### config.mk
export PLATFORM = sky130hd
export DESIGN_NAME = msx_cart_bus_if_flat
export DESIGN_NICKNAME = d
export VERILOG_FILES = /design/src/rtl/msx_cart_bus_if_if.sv /design/src/rtl/msx_cart_bus_if.sv /design/src/flat_wrapper.sv
export SDC_FILE = /design/constraint.sdc
export NUM_CORES = 1
export LEC_CHECK = 0
export BUFFER_PORTS_ARGS = -buffer_cell sky130_fd_sc_hd__buf_2
export CAP_MARGIN = 20
export CORE_MARGIN = 2
export CORE_UTILIZATION = 23
export CTS_BUF_LIST = sky130_fd_sc_hd__clkbuf_4
export DETAILED_ROUTE_END_ITERATION = 10
export SLEW_MARGIN = 20
export SYNTH_ARGS = -nofsm -noshare
export SYNTH_HDL_FRONTEND = slang
export SYNTH_SLANG_ARGS = --single-unit
### constraint.sdc
create_clock -name clk -period 2.8 [get_ports clk]
set_clock_uncertainty 0.1 [all_clocks]
set_input_delay 0.28 -clock clk [delete_from_list [all_inputs] [get_ports clk]]
set_output_delay 0.28 -clock clk [all_outputs]
set_load 0.005 [all_outputs]
### src/rtl/msx_cart_bus_if_if.sv
// Internal request bus between the MSX slot front end and its target.
// master: the slot front end (issues requests); slave: the target that serves them.
interface msx_cart_bus_if_if #(
  parameter int ADDR_W = 2
);
  logic              bus_valid;
  logic              bus_ready;
  logic              bus_write;
  logic [ADDR_W-1:0] bus_address;
  logic [7:0]        bus_wdata;
  logic [7:0]        bus_rdata;
  logic              bus_rdata_en;

  modport master (
    output bus_valid,
    output bus_write,
    output bus_address,
    output bus_wdata,
    input  bus_ready,
    input  bus_rdata,
    input  bus_rdata_en
  );

  modport slave (
    input  bus_valid,
    input  bus_write,
    input  bus_address,
    input  bus_wdata,
    output bus_ready,
    output bus_rdata,
    output bus_rdata_en
  );
endinterface

### src/rtl/msx_cart_bus_if.sv
// MSX cartridge slot bus front end.
// Synchronises the slot strobes, turns each slot access into exactly one
// valid/ready request on the internal bus, returns read data onto the slot
// and holds the slot in wait (twait) until the target has answered.
// Optional feature macro: MSX_CART_BUS_TIMEOUT_EN -- abandons a stalled
// request after TIMEOUT_CYCLES clocks (reads then return 8'hFF).
// SYNC_STAGES must lie in 2..4.
module msx_cart_bus_if #(
  parameter int ADDR_W         = 2,
  parameter int SYNC_STAGES    = 2,
  parameter int TIMEOUT_CYCLES = 255
) (
  input  logic              clk,
  input  logic              reset_n,
  input  logic              n_ce,
  input  logic              n_wr,
  input  logic              n_rd,
  input  logic [ADDR_W-1:0] ta,
  input  logic [7:0]        td_in,
  output logic [7:0]        td_out,
  output logic              td_oe,
  output logic              twait,
  msx_cart_bus_if_if.master bus
);

  typedef enum logic [2:0] {
    ST_IDLE,
    ST_REQ,
    ST_RD_WAIT,
    ST_DRIVE,
    ST_RELEASE
  } state_t;

  // Strobes packed as {ce, wr, rd}; index 2 = ce, 1 = wr, 0 = rd.
  logic [2:0] w_strobe_n;
  logic [2:0] w_strobe;
  logic       w_s_ce;
  logic       w_s_wr;
  logic       w_s_rd;

  assign w_strobe_n = {n_ce, n_wr, n_rd};

  generate
    for (genvar gi = 0; gi < 3; gi++) begin : g_sync
      logic [SYNC_STAGES-1:0] r_sync;

      // Shift the raw active-low strobe through the synchroniser chain; idle (1) after reset.
      always_ff @(posedge clk or negedge reset_n) begin
        if (!reset_n) begin
          r_sync <= '1;
        end else begin
          r_sync <= {r_sync[SYNC_STAGES-2:0], w_strobe_n[gi]};
        end
      end

      assign w_strobe[gi] = ~r_sync[SYNC_STAGES-1];
    end
  endgenerate

  assign w_s_ce = w_strobe[2];
  assign w_s_wr = w_strobe[1];
  assign w_s_rd = w_strobe[0];

  state_t            r_state;
  state_t            w_state_next;
  logic              r_bus_valid;
  logic              w_bus_valid_next;
  logic              r_bus_write;
  logic              w_bus_write_next;
  logic [ADDR_W-1:0] r_bus_address;
  logic [ADDR_W-1:0] w_bus_address_next;
  logic [7:0]        r_bus_wdata;
  logic [7:0]        w_bus_wdata_next;
  logic [7:0]        r_td_out;
  logic [7:0]        w_td_out_next;
  logic              r_td_oe;
  logic              w_td_oe_next;
  logic              r_twait;
  logic              w_twait_next;
  logic              w_start;

  // A request starts only for a single, unambiguous strobe under chip enable.
  assign w_start = w_s_ce && (w_s_wr ^ w_s_rd);

`ifdef MSX_CART_BUS_TIMEOUT_EN
  function automatic int tmo_width(input int cycles);
    int w;
    w = $clog2(cycles + 1);
    if (w < 8)  w = 8;
    if (w > 16) w = 16;
    return w;
  endfunction

  localparam int TMO_W = tmo_width(TIMEOUT_CYCLES);
  localparam logic [TMO_W-1:0] TMO_LAST = TMO_W'(TIMEOUT_CYCLES - 1);

  logic [TMO_W-1:0] r_tmo_cnt;
  logic             w_waiting;

  assign w_waiting = (r_state == ST_REQ) || (r_state == ST_RD_WAIT);

  // Count cycles spent waiting on the target; restart on any state change.
  always_ff @(posedge clk or negedge reset_n) begin
    if (!reset_n) begin
      r_tmo_cnt <= '0;
    end else if (!w_waiting || (w_state_next != r_state)) begin
      r_tmo_cnt <= '0;
    end else begin
      r_tmo_cnt <= r_tmo_cnt + 1'b1;
    end
  end
`else
  logic w_unused_tmo;
  assign w_unused_tmo = (TIMEOUT_CYCLES != 0);
`endif

  // Next-state and registered-output logic of the slot access sequencer.
  always_comb begin
    w_state_next       = r_state;
    w_bus_valid_next   = r_bus_valid;
    w_bus_write_next   = r_bus_write;
    w_bus_address_next = r_bus_address;
    w_bus_wdata_next   = r_bus_wdata;
    w_td_out_next      = r_td_out;
    w_td_oe_next       = r_td_oe;
    w_twait_next       = r_twait;

    case (r_state)
      ST_IDLE: begin
        w_twait_next = 1'b0;
        if (w_start) begin
          w_bus_address_next = ta;
          w_bus_write_next   = w_s_wr;
          if (w_s_wr) begin
            w_bus_wdata_next = td_in;
          end
          w_bus_valid_next = 1'b1;
          w_twait_next     = 1'b1;
          w_state_next     = ST_REQ;
        end
      end

      ST_REQ: begin
        if (bus.bus_ready) begin
          w_bus_valid_next = 1'b0;
          if (r_bus_write) begin
            w_twait_next = 1'b0;
            w_state_next = ST_RELEASE;
          end else if (bus.bus_rdata_en) begin
            // Data came with the handshake: skip RD_WAIT.
            w_twait_next = 1'b0;
            if (w_s_rd && w_s_ce) begin
              w_td_out_next = bus.bus_rdata;
              w_td_oe_next  = 1'b1;
              w_state_next  = ST_DRIVE;
            end else begin
              w_state_next = ST_RELEASE;
            end
          end else begin
            w_state_next = ST_RD_WAIT;
          end
        end
      end

      ST_RD_WAIT: begin
        if (bus.bus_rdata_en) begin
          w_twait_next = 1'b0;
          // Slot already gone: finish the request but never drive td.
          if (w_s_rd && w_s_ce) begin
            w_td_out_next = bus.bus_rdata;
            w_td_oe_next  = 1'b1;
            w_state_next  = ST_DRIVE;
          end else begin
            w_state_next = ST_RELEASE;
          end
        end
      end

      ST_DRIVE: begin
        w_twait_next = 1'b0;
        if (!w_s_rd || !w_s_ce) begin
          w_td_oe_next = 1'b0;
          w_state_next = ST_RELEASE;
        end
      end

      ST_RELEASE: begin
        w_twait_next = 1'b0;
        w_td_oe_next = 1'b0;
        if (!w_s_ce && !w_s_wr && !w_s_rd) begin
          w_state_next = ST_IDLE;
        end
      end

      default: begin
        w_state_next     = ST_IDLE;
        w_bus_valid_next = 1'b0;
        w_twait_next     = 1'b0;
        w_td_oe_next     = 1'b0;
      end
    endcase

`ifdef MSX_CART_BUS_TIMEOUT_EN
    // Give up on a silent target; a real response in this cycle takes priority.
    if (w_waiting && (w_state_next == r_state) && (r_tmo_cnt == TMO_LAST)) begin
      w_bus_valid_next = 1'b0;
      w_twait_next     = 1'b0;
      if (r_bus_write) begin
        w_state_next = ST_RELEASE;
      end else begin
        w_td_out_next = 8'hFF;
        w_td_oe_next  = 1'b1;
        w_state_next  = ST_DRIVE;
      end
    end
`endif
  end

  // State and output registers; reset drops any pending request silently.
  always_ff @(posedge clk or negedge reset_n) begin
    if (!reset_n) begin
      r_state       <= ST_IDLE;
      r_bus_valid   <= 1'b0;
      r_bus_write   <= 1'b0;
      r_bus_address <= '0;
      r_bus_wdata   <= 8'h00;
      r_td_out      <= 8'h00;
      r_td_oe       <= 1'b0;
      r_twait       <= 1'b0;
    end else begin
      r_state       <= w_state_next;
      r_bus_valid   <= w_bus_valid_next;
      r_bus_write   <= w_bus_write_next;
      r_bus_address <= w_bus_address_next;
      r_bus_wdata   <= w_bus_wdata_next;
      r_td_out      <= w_td_out_next;
      r_td_oe       <= w_td_oe_next;
      r_twait       <= w_twait_next;
    end
  end

  assign bus.bus_valid   = r_bus_valid;
  assign bus.bus_write   = r_bus_write;
  assign bus.bus_address = r_bus_address;
  assign bus.bus_wdata   = r_bus_wdata;
  assign td_out          = r_td_out;
  assign td_oe           = r_td_oe;
  assign twait           = r_twait;

endmodule

### src/flat_wrapper.sv
// flat-port wrapper written by rule: the top's interface ports become plain ports
module msx_cart_bus_if_flat 
#(
  parameter int ADDR_W         = 2,
  parameter int SYNC_STAGES    = 2,
  parameter int TIMEOUT_CYCLES = 255
)
  (clk, reset_n, n_ce, n_wr, n_rd, ta, td_in, td_out, td_oe, twait, bus_bus_valid, bus_bus_write, bus_bus_address, bus_bus_wdata, bus_bus_ready, bus_bus_rdata, bus_bus_rdata_en);
  msx_cart_bus_if_if #(.ADDR_W(ADDR_W)) bus_i ();
  input  logic clk;
  input  logic reset_n;
  input  logic n_ce;
  input  logic n_wr;
  input  logic n_rd;
  input  logic [ADDR_W-1:0] ta;
  input  logic [7:0] td_in;
  output logic [7:0] td_out;
  output logic td_oe;
  output logic twait;
  output wire logic [$bits(bus_i.bus_valid)-1:0] bus_bus_valid;
  output wire logic [$bits(bus_i.bus_write)-1:0] bus_bus_write;
  output wire logic [$bits(bus_i.bus_address)-1:0] bus_bus_address;
  output wire logic [$bits(bus_i.bus_wdata)-1:0] bus_bus_wdata;
  input wire logic [$bits(bus_i.bus_ready)-1:0] bus_bus_ready;
  input wire logic [$bits(bus_i.bus_rdata)-1:0] bus_bus_rdata;
  input wire logic [$bits(bus_i.bus_rdata_en)-1:0] bus_bus_rdata_en;
  assign bus_bus_valid = bus_i.bus_valid;
  assign bus_bus_write = bus_i.bus_write;
  assign bus_bus_address = bus_i.bus_address;
  assign bus_bus_wdata = bus_i.bus_wdata;
  assign bus_i.bus_ready = bus_bus_ready;
  assign bus_i.bus_rdata = bus_bus_rdata;
  assign bus_i.bus_rdata_en = bus_bus_rdata_en;
  msx_cart_bus_if #(.ADDR_W(ADDR_W), .SYNC_STAGES(SYNC_STAGES), .TIMEOUT_CYCLES(TIMEOUT_CYCLES)) u_core (.clk(clk), .reset_n(reset_n), .n_ce(n_ce), .n_wr(n_wr), .n_rd(n_rd), .ta(ta), .td_in(td_in), .td_out(td_out), .td_oe(td_oe), .twait(twait), .bus(bus_i));
endmodule
==> flow_metrics.env, run 1 <==
export IMPL_hp_start="td_in[4]"
export IMPL_finalSetupViolations=0
export IMPL_power_density_mw_per_mm2=916
export IMPL_critPathLaunchType="flip-flop"
export IMPL_synthArstFlopShare_pct=100
export IMPL_worst_slew_pin_slew_ns=0.662
export IMPL_path_delay_family="compound AO/OA/AOI/OAI gates"
export IMPL_io_buffer_count=46
export IMPL_path_class="reg -> reg"
export IMPL_h_tree_depth=2
export IMPL_cts_tree="done"
export IMPL_start_util_pct=23.6
export IMPL_total_power_uw=1540
export IMPL_power_frac_clock_pct=15.7
export IMPL_diodes=0
export IMPL_hold_path_class="in -> reg"
export IMPL_layout_nets=177
export IMPL_synth_seq_area_share_pct=60.5
export IMPL_p_comb_share_pct=35.0
export IMPL_hold_violations=0
export IMPL_path_max_fanout=13
export IMPL_fp_coreArea_mm2=0.00547
export IMPL_ir_drop_mv=0.383
export IMPL_crit_buf_inv=0
export IMPL_clockRootBuffer="clkbuf_4"
export IMPL_cap_violations=0
export IMPL_switching_share_pct=32.4
export IMPL_rsz0062_at_grt="false"
export IMPL_yosys_area_top_type="dfrtp_1"
export IMPL_internal_power_uw=1040
export IMPL_min_period_ns=2.12
export IMPL_layout_drive_gt1_share_pct=52.9
export IMPL_synth_edf_count=0
export IMPL_core_rowCount=27
export IMPL_drc_errors=0
export IMPL_wl_per_cell_um=11.1
export IMPL_synthCells=99
export IMPL_cpPeakStageDelay_ns=0.66
export IMPL_cts_resized=0
export IMPL_max_freq_mhz=472
export IMPL_route_vias_total=939
export IMPL_p_leak_uw=0.000767
export IMPL_worstPathRequired_ns=2.90
export IMPL_critPathArrivalTime_ns=2.22
export IMPL_antenna_found_initial=0
export IMPL_synthesis_nets=124
export IMPL_end_kind="flip-flop"
export IMPL_grt_pass1_wl_mm=4.39
export IMPL_die_w_um=79
export IMPL_die_h_um=79
export IMPL_synthDistinctLibCells=29
export IMPL_grt_max_degree=32
export IMPL_synthTopCellsByArea="dfrtp_1, mux2_2, dfstp_2, o21ai_0, a2111oi_4"
export IMPL_dpl_hpwl_mm=1.88
export IMPL_synth_flop_cell="dfrtp_1"
export IMPL_worstPathCellList="mux2i_1, a2111oi_4, mux2_2"
export IMPL_power_frac_seq_pct=49.4
export IMPL_ios=47
export IMPL_cpMaxStageDelayCell="a2111oi_4"
export IMPL_status="complete, no violations"
export IMPL_first_iter_violations=44
export IMPL_ys_ff_latch=31
export IMPL_grt_pass1_vias=948
export IMPL_clock_path_buffers=2
export IMPL_min_period_over_period_pct=75.7
export IMPL_dieArea_mm2=0.00624
export IMPL_slew_violations=0
export IMPL_routabilityCongestion=0.857
export IMPL_worstReg2RegStart="u_core.r_state[0]"
export IMPL_cts_sinks=31
export IMPL_synth_top_area_share_pct=48.4
export IMPL_first_pass_iters=4
export IMPL_path_clk_slew_ns=0.09
export IMPL_insertion_delay_ns=0.31
export IMPL_ant_nets=0
export IMPL_slew_headroom_pct=55.9
export IMPL_wl_mm=2.50
export IMPL_cts_buffers=5
export IMPL_grt_usage_pct=9.21
export IMPL_tns_ns=0
export IMPL_grt_ovfl_total=0
export IMPL_post_cts_setup_buffers=0
export IMPL_switchingPower_uw=499
export IMPL_syn2layout_area_growth_pct=30.1
export IMPL_synth_area_mm2=0.00129
export IMPL_via_per_inst=4.17
export IMPL_synth_area_per_cell_um2=13.1
export IMPL_ys_warn_count=0
export IMPL_startpoint="u_core.r_state[0]"
## flip-flops by register name (all words and copies together) (netlist names), 2 cells and up
| signal | flops |
|---|---|
| u_core.r_state | 3 |
| u_core.td_out | 8 |
| u_core.g_sync.r_sync | 6 |
| u_core.bus.bus_address | 2 |
| u_core.bus.bus_wdata | 8 |
## cells in the mapped netlist (2+ instances only)
library cell,n
a21oi_1,3
clkbuf_1,2
dfrtp_1,25
dfstp_2,6
mux2_2,19
nand2_1,7
nand2b_1,2
nand3_1,3
nand3b_1,2
nor2_1,5
nor2_2,2
o21ai_0,6
## what timing repair did
action / 4_1_cts / 5_1_grt
hold endpoints to repair: 28 / 0
hold buffers: 4 / 0
setup endpoints to repair: 0 / 0
## logic make-up after synthesis
kind of cell | share of synthesized area [%]
multiplexers | 17.3
AO/OA/AOI/OAI | 9.19
XOR/XNOR | 0.677
AND/OR/NAND/NOR | 10.2
buffers and inverters | 2.13
flip-flops | 60.5
## final timing paths
| path | endpoint | slack (ns) | cells after the start |
|---|---|---|---|
| max | u_core.td_out[1] | 0.68 | 3 |
| min | u_core.bus.bus_wdata[4] | 0.09 | 2 |
| max reg2reg | u_core.td_out[1] | 0.68 | 3 |
| min reg2reg | u_core.g_sync[0].r_sync[1] | 0.26 | 0 |
| max in group asynchronous | u_core.td_out[4] | 1.75 | 2 |
| min in group asynchronous | u_core.r_state[1] | 0.43 | 2 |
## per-layer routing
metal / up-vias / wire [µm] / part of all wire, % / GRT usage (%)
li1: 461 / - / - / -
met1: 446 / 1100 / 44 / 10.8
met2: 28 / 1200 / 48 / 14.7
met3: 4 / 146 / 5.8 / 3.75
met4: 0 / 45 / 1.8 / 4.14
met5: - / 0 / 0 / 0
## power groups by stage
stage	registers (µW)	logic, µW	clock network, µW
finish	761	539	242
global route	793	605	285
CTS	767	548	260
detailed placement	775	543	0
global placement	773	538	0
floorplan	742	347	0
## cell type report
| class | instances | area [µm²] |
|---|---|---|
| clock inverter | 2 | 7.51 |
| multi-input combinational | 63 | 483 |
| timing repair buffer | 50 | 270 |
| clock buffer | 6 | 45.0 |
| tap | 72 | 90.1 |
| sequential | 31 | 783 |
| fill | 588 | 3790 |
| inverter | 1 | 3.75 |
## placed cells by master, fill, tap and decap left out, drive strengths merged, types with 2 or more instances in the layout
cell type / netlist / routed
buf: 1 / 46
dfrtp: 25 / 25
mux2: 19 / 19
nand2: 7 / 7
nor2: 7 / 7
o21ai: 6 / 6
clkbuf: 3 / 6
dfstp: 6 / 6
dlygate4sd3: 0 / 4
nand3: 3 / 3
a21oi: 3 / 3
nand3b: 2 / 2
nand2b: 2 / 2
clkinv: 0 / 2
## through the flow
| step | instance area [µm²] | setup WS, ns | utilization, % | instances | hold WS [ns] |
|---|---|---|---|---|---|
| 6_report | 1680 | 0.680 | 30.7 | 225 | 0.0890 |
| 5_1_grt | 1680 | 0.486 | 30.7 | 225 | 0.0535 |
| 4_1_cts | 1680 | 0.652 | 30.7 | 225 | 0.0636 |
| 3_5_place_dp | 1590 | 0.674 | 29.1 | 213 | 0.249 |
| 3_3_place_gp | 1590 | 0.684 | 29.1 | 213 | 0.248 |
| 2_1_floorplan | 1290 | 0.903 | - | 99 | -0.116 |
Note: power is estimated with default switching activity, not from simulation.
==> run 2, diff against run 1 <==
ABC_AREA = 1   (was default)
clock period = 2.2 ns   (was 2.8 ns; I/O delays follow)
==> flow_metrics.env, run 2 <==
export IMPL_status="complete, no violations"
export IMPL_end_kind="flip-flop"
export IMPL_synth_area_per_cell_um2=8.42
export IMPL_cts_buffers=5
export IMPL_crit_buf_inv=1
export IMPL_crit_top_cell="nand2_1"
export IMPL_fp_coreArea_mm2=0.00599
export IMPL_cpPeakStageDelay_ns=0.54
export IMPL_wl_per_cell_um=10.9
export IMPL_ant_nets=0
export IMPL_internal_power_uw=1320
export IMPL_power_frac_seq_pct=41.6
export IMPL_path_class="reg -> reg"
export IMPL_r2r_slack_ns=0.52
export IMPL_dpl_hpwl_mm=2.43
export IMPL_path_clk_slew_ns=0.10
export IMPL_die_w_um=83.4
export IMPL_wl_mm=3.41
export IMPL_whs_ns=0.0258
export IMPL_h_tree_depth=2
export IMPL_insertion_delay_ns=0.32
export IMPL_ys_warn_count=0
export IMPL_first_pass_iters=5
export IMPL_hold_violations=0
export IMPL_critPathArrivalTime_ns=1.80
export IMPL_worstPathCellList="inv_2, nand2_1, nand3_2, nor2_4, nand2_2, nand2_1, nand2_1"
export IMPL_syn2layout_area_growth_pct=34.9
export IMPL_synthArstFlopShare_pct=100
export IMPL_worst_slew_pin_slew_ns=0.693
export IMPL_core_rowCount=28
export IMPL_cpMaxStageDelayCell="dfstp_2"
export IMPL_worstPathRequired_ns=2.32
export IMPL_grt_pass1_wl_mm=5.90
export IMPL_cts_sinks=31
export IMPL_io_buffer_count=46
export IMPL_synth_area_mm2=0.00145
export IMPL_via_per_inst=4.26
export IMPL_ir_drop_mv=0.461
export IMPL_synthTopCellsByArea="dfrtp_1, nand2_1, dfstp_2, nand3_1, o21ai_0"
export IMPL_path_max_fanout=13
export IMPL_critPathLaunchType="flip-flop"
export IMPL_p_comb_share_pct=44.1
export IMPL_synth_seq_area_share_pct=54.1
export IMPL_yosys_area_top_type="dfrtp_1"
export IMPL_power_frac_clock_pct=14.3
export IMPL_switching_share_pct=41.0
export IMPL_synthCells=172
export IMPL_die_h_um=83.4
export IMPL_antenna_found_initial=0
export IMPL_tns_ns=0
export IMPL_path_delay_family="simple AND/OR/NAND/NOR gates"
export IMPL_final_cell_mix="nand2_1, buf_2, dfrtp_1"
export IMPL_hold_path_class="in -> reg"
export IMPL_start_util_pct=24.2
export IMPL_synth_flop_cell="dfrtp_1"
export IMPL_cts_tree="done"
export IMPL_ios=47
export IMPL_yosysMostFrequentCell="nand2_1"
export IMPL_clock_path_buffers=2
export IMPL_layout_drive_gt1_share_pct=30.5
export IMPL_route_vias_total=1339
export IMPL_slew_violations=0
export IMPL_grt_usage_pct=10.4
export IMPL_max_freq_mhz=594
export IMPL_synthDistinctLibCells=19
export IMPL_synthesis_nets=197
export IMPL_synth_common_cells="nand2_1, dfrtp_1, nand3_1"
export IMPL_synth_edf_count=0
export IMPL_cap_violations=0
export IMPL_layout_commonest_cell="nand2_1"
export IMPL_grt_max_degree=32
export IMPL_drc_errors=0
export IMPL_finalSetupViolations=0
export IMPL_layout_nets=263
export IMPL_min_period_ns=1.68
export IMPL_grt_ovfl_total=0
export IMPL_synth_top_area_share_pct=43.2
export IMPL_power_density_mw_per_mm2=1140
export IMPL_rsz0062_at_grt="false"
export IMPL_diodes=0
export IMPL_dieArea_mm2=0.00695
export IMPL_ys_ff_latch=31
export IMPL_first_iter_violations=39
export IMPL_min_period_over_period_pct=76.5
export IMPL_p_leak_uw=0.00104
export IMPL_slew_headroom_pct=53.8
export IMPL_clockRootBuffer="clkbuf_4"
export IMPL_grt_pass1_vias=1333
export IMPL_routabilityCongestion=0.840
export IMPL_switchingPower_uw=916
## run 2: cell types whose count changed after synthesis, sizes merged, moves of 6 or more
| cell | before | now |
|---|---|---|
| nand2 | 7 | 68 |
| nand3 | 3 | 23 |
| mux2 | 19 | 0 |
| inv | 1 | 16 |
| nor2 | 7 | 16 |
| o21ai | 6 | 12 |
## run 2: timing repair
item,CTS,global route
endpoints found under the setup margin,0,0
resized for setup,0,0
endpoints found under the hold margin,38,0
hold buffers,14,0
setup buffers,0,0
## run 2: path summary, 6_finish.rpt
check | from | endpoint | cells after the start
worst max register to register | u_core.g_sync[1].r_sync[1] | u_core.bus.bus_wdata[1] | 7
max in group asynchronous | reset_n | u_core.td_out[5] | 2
worst max-delay path | u_core.g_sync[1].r_sync[1] | u_core.bus.bus_wdata[1] | 7
min in group asynchronous | reset_n | u_core.bus.bus_address[1] | 2
worst min register to register | u_core.g_sync[2].r_sync[0] | u_core.g_sync[2].r_sync[1] | 0
worst min-delay path | td_in[3] | u_core.bus.bus_wdata[3] | 3
## run 2: through the flow
step / worst slack [ns] / power [µW] / cells / util (%) / instance area, µm²
after detailed placement: 0.504 / 1920 / 292 / 29.4 / 1760
after floorplan: 0.866 / 1560 / 172 / - / 1450
after global routing: 0.348 / 2450 / 314 / 32.6 / 1950
after global placement: 0.567 / 1910 / 292 / 29.4 / 1760
final: 0.517 / 2230 / 314 / 32.6 / 1950
after CTS: 0.496 / 2270 / 314 / 32.6 / 1950
## run 2: layer usage
layer / track usage (%) / up-vias / part of all wire (%)
met4: 3.87 / 0 / 1.4
met3: 2.68 / 6 / 4.5
li1: - / 687 / -
met2: 18.8 / 40 / 52
met1: 11.6 / 606 / 42
met5: 0 / - / 0
## run 2: area by class of cell
type                       count  area [µm²]
sequential                    31         783
clock inverter                 2        7.51
clock buffer                   6        45.0
inverter                      16        60.1
tap                           75        93.8
multi-input combinational    124         594
timing repair buffer          60         370
fill                         630        4040
## run 2: worst min-delay path, cell delays in order
cell and delay, ns:
buf_2 0.07, nand3_1 0.06, nand2_1 0.06
## run 2: power groups by stage
| stage | combinational, µW | sequential (µW) | clock (µW) |
|---|---|---|---|
| finish | 984 | 929 | 319 |
| global route | 1130 | 960 | 370 |
| floorplan | 606 | 950 | 0 |
| detailed placement | 978 | 942 | 0 |
| CTS | 999 | 931 | 339 |
| global placement | 963 | 945 | 0 |
## run 2: kinds of logic after synthesis
group,after synthesis,share of synthesized area (%)
AND/OR/NAND/NOR,108,34.4
AO/OA/AOI/OAI,16,6.65
flip-flops,31,54.1
buffers and inverters,17,4.92
